--- config.mk ---
export PLATFORM = sky130hd
export DESIGN_NAME = tff_count_sequencer
export DESIGN_NICKNAME = d
export VERILOG_FILES = /design/src/rtl/tff_seq_pkg.sv /design/src/rtl/tff_cell.sv /design/src/rtl/tff_count_sequencer.sv
export SDC_FILE = /design/constraint.sdc
export NUM_CORES = 1
export LEC_CHECK = 0
export ABC_CLOCK_PERIOD_IN_PS = 1670
export BUFFER_PORTS_ARGS = -buffer_cell sky130_fd_sc_hd__buf_2
export CAP_MARGIN = 25
export CORE_AREA = 2 2 54 56
export CTS_CLUSTER_SIZE = 10
export DETAILED_ROUTE_END_ITERATION = 6
export DIE_AREA = 0 0 56 58
export MAX_ROUTING_LAYER = met4
export PLACE_DENSITY = 0.6
export SYNTH_ARGS = -nofsm -noshare
export SYNTH_HDL_FRONTEND = slang
export SYNTH_SLANG_ARGS = --single-unit
--- constraint.sdc ---
create_clock -name clock -period 1.67 [get_ports clock]
set_clock_uncertainty 0.05 [all_clocks]
set_input_delay 0.167 -clock clock [delete_from_list [all_inputs] [get_ports clock]]
set_output_delay 0.167 -clock clock [all_outputs]
set_load 0.01 [all_outputs]
--- src/rtl/tff_seq_pkg.sv ---
// tff_seq_pkg: shared state encoding for the T-flop count sequencer
package tff_seq_pkg;
   localparam int STATE_W = 3;
   typedef enum logic [STATE_W-1:0] {
      IDLE  = 3'd0,
      CLEAR = 3'd1,
      LOAD  = 3'd2,
      RUN   = 3'd3,
      DONE  = 3'd4
   } state_t;
endpackage

--- src/rtl/tff_cell.sv ---
// tff_cell: single T flip-flop with synchronous active-high clear
module tff_cell (
   output logic q,
   input  logic t,
   input  logic clock,
   input  logic reset
);
   // toggle when t is high, clear on reset
   always_ff @(posedge clock)
      q <= reset ? 1'b0 : q ^ t;
endmodule

--- src/rtl/tff_count_sequencer.sv ---
// tff_count_sequencer: drives a T-flop bank as a run-to-target up/down counter
module tff_count_sequencer
   import tff_seq_pkg::*;
#(
   parameter int WIDTH = 4
) (
   input  logic             clock,
   input  logic             reset,
   input  logic             start,
   input  logic             stop,
   input  logic             mode,
   input  logic [WIDTH-1:0] limit,
   output logic [WIDTH-1:0] count,
   output logic             busy,
   output logic             done
);
   state_t           state;
   logic [WIDTH-1:0] lim_q;
   logic             mode_q;
   logic [WIDTH-1:0] up_t, dn_t, t;
   logic             at_target;

   assign at_target = count == (mode_q ? '0 : lim_q);

   // carry/borrow chains: a bit toggles when all lower bits are 1 (up) or 0 (down)
   always_comb begin
      up_t = '0;
      dn_t = '0;
      up_t[0] = 1'b1;
      dn_t[0] = 1'b1;
      for (int i = 1; i < WIDTH; i++) begin
         up_t[i] = up_t[i-1] & count[i-1];
         dn_t[i] = dn_t[i-1] & ~count[i-1];
      end
   end

   // toggle vector: stop freezes the bank, otherwise each state steers it to its goal
   always_comb
      t = stop && busy                     ? '0 :
          state == CLEAR                   ? count :
          state == LOAD                    ? count ^ lim_q :
          state == RUN && !at_target       ? (mode_q ? dn_t : up_t) : '0;

   for (genvar g = 0; g < WIDTH; g++) begin : g_bank
      tff_cell u_cell (.q(count[g]), .t(t[g]), .clock(clock), .reset(reset));
   end

   // sequencing FSM with registered busy/done
   always_ff @(posedge clock) begin
      if (reset) begin
         state  <= IDLE;
         lim_q  <= '0;
         mode_q <= 1'b0;
         busy   <= 1'b0;
         done   <= 1'b0;
      end else begin
         done <= 1'b0;
         case (state)
            IDLE: if (start && !stop) begin
               lim_q  <= limit;
               mode_q <= mode;
               state  <= mode ? LOAD : CLEAR;
               busy   <= 1'b1;
            end
            CLEAR, LOAD: begin
               state <= stop ? IDLE : RUN;
               busy  <= !stop;
            end
            RUN: if (stop) begin
               state <= IDLE;
               busy  <= 1'b0;
            end else if (at_target) begin
               state <= DONE;
               busy  <= 1'b0;
               done  <= 1'b1;
            end
            default: begin
               state <= IDLE;
               busy  <= 1'b0;
            end
         endcase
      end
   end
endmodule

# Word-level counts from Yosys, hierarchy flattened
# Cells that the tools add are included.
# word_totals
ff_bits,14
in_bits,9
out_inout_bits,6
elab_cells,55
# op_classes
eq_ne,6
mux,17
bitwise_logic,13
n_reduce_logical,10
# ops
operator,n
2-to-1 mux 4 bit,6
2-to-1 mux 3 bit,3
one-hot mux 3 bit (3 select lines),1
== test 3 x 2 -> 1 bit (second input constant),2
AND 1 bit,4
== test 4 bit,1
2-to-1 mux 1 bit,4
2-to-1 mux 2 bit,2
NOT 1 bit,4
AND reduction 2 bit,2
bitwise XOR 1 bit,4
bitwise XOR 4 bit,1
== test 3 x 1 -> 1 bit (second input constant),1
logical AND 1 bit,3
logical NOT 3 bit,1
inequality test 3 bit (second input constant),1
one-hot mux 1 bit (3 select lines),1
OR reduction 3 bit,1
logical NOT 1 bit,2
inequality test 2 bit (second input constant),1
OR reduction 2 bit,1

# Longest topological paths before layout
# depth
depth_word,9
ltp_mapped,7
depth_no_buf,5

# Hierarchy
# Synthesis repeated with hierarchy kept, for this count alone.
# hier_totals
cells_unflattened,103
hier_area_um2,862.1
# modules_own_cells
mod,n_inst,cells_each,area_per_inst_um2,seq_area_each_um2
tff_count_sequencer,1,91,732.0,200.2
tff_cell,4,3,32.5,20.0

# Worst setup path before layout
# No wires, ideal clock.
# synth_timing
path_type,register -> register
from,reg state[1]
to,reg g_bank[1].u_cell.q
setup_ns,0.126
arrival_ns,1.455
t_required_ns,1.494
path_slack_ns,0.039
stages_incl_launch_ff,7
n_path_buf,1
synth_period_minus_slack_ns,1.631
cell_sequence,dfxtp_1 -> or3b_1 -> clkbuf_1 -> a31o_1 -> a22o_1 -> a31oi_1 -> o22ai_1
# synth_via
elab_chain_len,7
elab_cells_between_ends,9
classes_between,eq/ne (3); mux (4); bitwise (1); reduce/logical (1)
# synth_lines
element,line,text
start: declaration,tff_count_sequencer.sv:17,state_t state;
start signal: assignment,tff_count_sequencer.sv:62,state <= mode ? LOAD : CLEAR;
start signal: assignment,tff_count_sequencer.sv:66,state <= stop ? IDLE : RUN;
== test 3 x 2 -> 1 bit,tff_count_sequencer.sv:42,state == RUN && !at_target ? (mode_q ? dn_t : up_t) : '0;
logical AND 1 bit,tff_count_sequencer.sv:42,
2-to-1 mux 4 bit,tff_count_sequencer.sv:42,
2-to-1 mux 4 bit,tff_count_sequencer.sv:41,state == LOAD ? count ^ lim_q :
2-to-1 mux 4 bit *,tff_count_sequencer.sv:40,state == CLEAR ? count :
2-to-1 mux 4 bit *,tff_count_sequencer.sv:39,t = stop && busy ? '0 :
bitwise XOR 1 bit *,tff_cell.sv:10,q <= reset ? 1'b0 : q ^ t;
end signal: assignment,tff_cell.sv:10,
end: declaration,tff_cell.sv:3,"output logic q,"
# Every way passes the cells marked *; elsewhere a longest branch is shown, timed or not.
# A chain may end at the register's enable or synchronous reset.

# Worst setup path in the final report
# layout_timing
from,reg mode_q
to,reg g_bank[1].u_cell.q
# layout_via
elab_chain_len,9
elab_cells_between_ends,10
classes_between,eq/ne (1); mux (6); bitwise (1); reduce/logical (2)
# layout_lines
element,line,text
start: declaration,tff_count_sequencer.sv:19,logic mode_q;
start signal: assignment,tff_count_sequencer.sv:61,mode_q <= mode;
2-to-1 mux 4 bit,tff_count_sequencer.sv:23,assign at_target = count == (mode_q ? '0 : lim_q);
== test 4 bit,tff_count_sequencer.sv:23,
logical NOT 1 bit,tff_count_sequencer.sv:42,
logical AND 1 bit,tff_count_sequencer.sv:42,
2-to-1 mux 4 bit *,tff_count_sequencer.sv:42,
2-to-1 mux 4 bit *,tff_count_sequencer.sv:41,
2-to-1 mux 4 bit *,tff_count_sequencer.sv:40,
2-to-1 mux 4 bit *,tff_count_sequencer.sv:39,
bitwise XOR 1 bit *,tff_cell.sv:10,
# Marks and branches as above.

==> Flow_metrics.wiki <==
{| class="wikitable"
! Metric !! Value
|-
| Portion of synthesized cell area occupied by the leading cell type || 0.286
|-
| Unrepaired setup endpoints after global routing || yes
|-
| Mean post-synth cell area || ~8.4 um2
|-
| Flops & latches, synth || 14
|-
| Cell Count Post-Placement || 161
|-
| HPWL after DPL || around 1.7 mm
|-
| Number of standard-cell rows in the floorplan || 19
|-
| Wire length of the first global-routing pass || between 3 and 4 mm
|-
| Vias in the first global route || roughly 890
|-
| Initial DRC Count || 21
|-
| Total global-route track usage || 0.154
|-
| Final cell count without fillers || 167
|-
| Overall die width || roughly 56 um
|-
| Pre-CTS setup slack || -0.0190 ns
|-
| Power density of the placed cells || about 730 nW/um2
|-
| Sw frac || 0.314
|-
| Bufs on Longest Clock Path || 2
|-
| Final Hold Vio Count || 0
|-
| Peak VDD IR || between 0.3 and 0.4 mV
|-
| Area Growth Syn to Fin || 19.4%
|-
| Commonest register cell after synthesis || dfxtp_1
|-
| Arrival time at the worst endpoint || approximately 1.8 ns
|-
| Chip Height || 58 um
|-
| Leakage || 0.495 nW
|-
| Number of warning messages in the yosys log || 0
|-
| Sequential-to-total area share from yosys stat || 0.286
|-
| Startpoint type of the worst setup path || flip-flop
|-
| Pin count of the biggest net entering global routing || 12
|-
| Type of the worst setup path || flip-flop to flip-flop
|-
| Antenna cells || 0
|-
| Placer Congestion || 0.829
|-
| Top cells by instance count after synthesis || 14 x dfxtp_1, 14 x nor2_1, 9 x nand2_1
|-
| Share of total power in combinational logic || 0.243
|-
| Nets in the synthesized netlist || between 100 and 150
|-
| Power share of the clock group || 0.295
|-
| Type of element capturing the critical path || flip-flop
|-
| Number of antenna violations at the first check in global routing || 0
|-
| Dominant cells by area after synthesis || dfxtp_1 29%, mux2i_1 8.2%, nor2_1 5.4%
|-
| DRC violation count after routing || 0
|-
| Internal power contribution || 0.588 mW
|-
| EDFF count, synth || 0
|-
| Setup slack of the critical path after layout || 0.0253 ns
|-
| Sequential Power Share || 0.462
|-
| Run status || complete, no violations
|-
| Routed via count divided by cell count || roughly 5.5
|-
| Avg WL per Cell || 13.6 um
|-
| First drt pass iteration count || 4
|-
| Final Max Slew Viols || 0
|-
| Number of nets in the layout || between 100 and 150
|-
| Post-detailed-routing wire length || ~2.3 mm
|-
| Number of distinct library cell variants in the gate-level netlist after synthesis || 40
|-
| Core Region || between 2000 and 3000 um2
|-
| Post-layout util || 0.440
|-
| H-tree depth || 1
|-
| Maximum achievable frequency || 0.608 GHz
|-
| Cell taking the most area after synthesis || dfxtp_1
|-
| Buffers added on ports || 14
|-
| Worst min-delay path category || input port to flip-flop
|-
| Fraction of layout cells with a size suffix above 1 || 0.338
|-
| Clock tree from TritonCTS || done
|-
| Clock insertion delay at the later pin of the skew report || 0.29 ns
|-
| Post-synthesis cell count || between 100 and 150
|-
| Final critical delay including setup and external delays || roughly 1.6 ns
|-
| Post-layout total power || approximately 0.86 mW
|-
| Maximum net fanout on the critical path || 8
|-
| DRT antenna net count || 0
|-
| Switch Pwr || between 0.2 and 0.3 mW
|-
| Clock edge transition at the registers on the reported setup and hold paths || about 0.09 ns
|-
| Total of max-cap violations || 0
|-
| Relative max-transition margin || 0.785
|-
| Worst-margin pin slew || roughly 0.32 ns
|-
| Root Buffer Master || clkbuf_4
|-
| Netlist Area Pre-Place || slightly below 1000 um2
|-
| Area enclosed by the die boundary || 3250 um2
|-
| Via count || around 900
|-
| I/O pin cnt || 15
|-
| Initial core utilization || 0.368
|-
| Fraction of the cycle the final worst path needs || 0.985
|-
| GRT Residual Overflow || 0
|-
| Worst EP required || between 1.5 and 2 ns
|-
| Cts bufs inserted || 3
|-
| Fill cell total of the finished layout || around 290
|-
| Share of flip-flops with an asynchronous set or reset after synthesis || 0
|-
| Clk sink count || 14
|-
| Count of endpoints failing setup in the final report || 0
|}
power groups by stage:
stage          clock [mW]  sequential (mW)  combinational (mW)
4_1_cts             0.258            0.393               0.202
2_1_floorplan           0            0.386               0.170
6_report            0.253            0.396               0.208
3_5_place_dp            0            0.400               0.201
5_1_grt             0.285            0.400               0.237
3_3_place_gp            0            0.399               0.195
final cells by class:
cell class,count,area (um2),share of cell area
multi-input cells,90,633,0.541
flip-flops and latches,14,292,0.249
repair buffers,27,168,0.143
well taps,31,38.8,0.0331
clock buffers,4,36.3,0.0310
inverters,1,3.75,0.00321
per-stage QoR:
stage	hold slack, ns	setup TNS (ns)	cell area [um2]
detailed placement	0.360	-0.0190	1090
global route	0.0732	-0.111	1170
CTS	0.0646	0	1130
floorplan	0.261	0	981
finish	0.0601	0	1170
global placement	0.349	0	1090
flip-flops by register name (all words and copies together), names as in the netlist:
register and count:
mode_q 1, g_bank.u_cell.q 4, busy 1, state 3, lim_q 4, done 1
worst paths after layout:
check / cells after the start / slack [ns] / startpoint / to
min: 3 / 0.06 / limit[3] / lim_q[3]
max: 6 / 0.03 / mode_q / g_bank[1].u_cell.q
min reg2reg: 2 / 0.46 / busy / busy
max reg2reg: 6 / 0.03 / mode_q / g_bank[1].u_cell.q
per-layer routing:
metal | track usage | share of wire
met1 | 0.198 | 0.48
met4 | 0.0408 | 0.010
met3 | 0.0290 | 0.030
met2 | 0.252 | 0.48
met5 | - | 0
logic make-up (layout without fill, tap and decap cells):
group	after synthesis	in the layout	share of synthesized area
and+or+nand+nor	46	46	0.260
AOI/OAI and AO/OA	34	34	0.267
DFF	14	14	0.286
buffers and inverters	13	32	0.0880
muxes	8	8	0.0816
xor gates and xnor gates	2	2	0.0179
critical path, cell delays in order (launching register included):
cell and delay (ns):
dfxtp_4 0.38, nand2b_4 0.14, o32a_1 0.40, a22oi_4 0.24, buf_4 0.16, a31oi_1 0.07, o22ai_1 0.13
timing repair:
action                     in CTS  in global routing
buffers inserted                0                  2
resized for setup               3                 10
pin swaps                       0                  3
hold buffers                    0                  0
setup endpoints to repair       1                  7
cell usage in the layout (no fill, tap or decap), types with 5 or more instances in the layout:
master	instances
dfxtp_1	7
a21oi_1	5
nor3b_1	6
nor2_1	13
buf_4	13
nand2_1	9
buf_2	14
mux2i_1	8
dfxtp_2	6
Power figures use the tool's default switching activity.
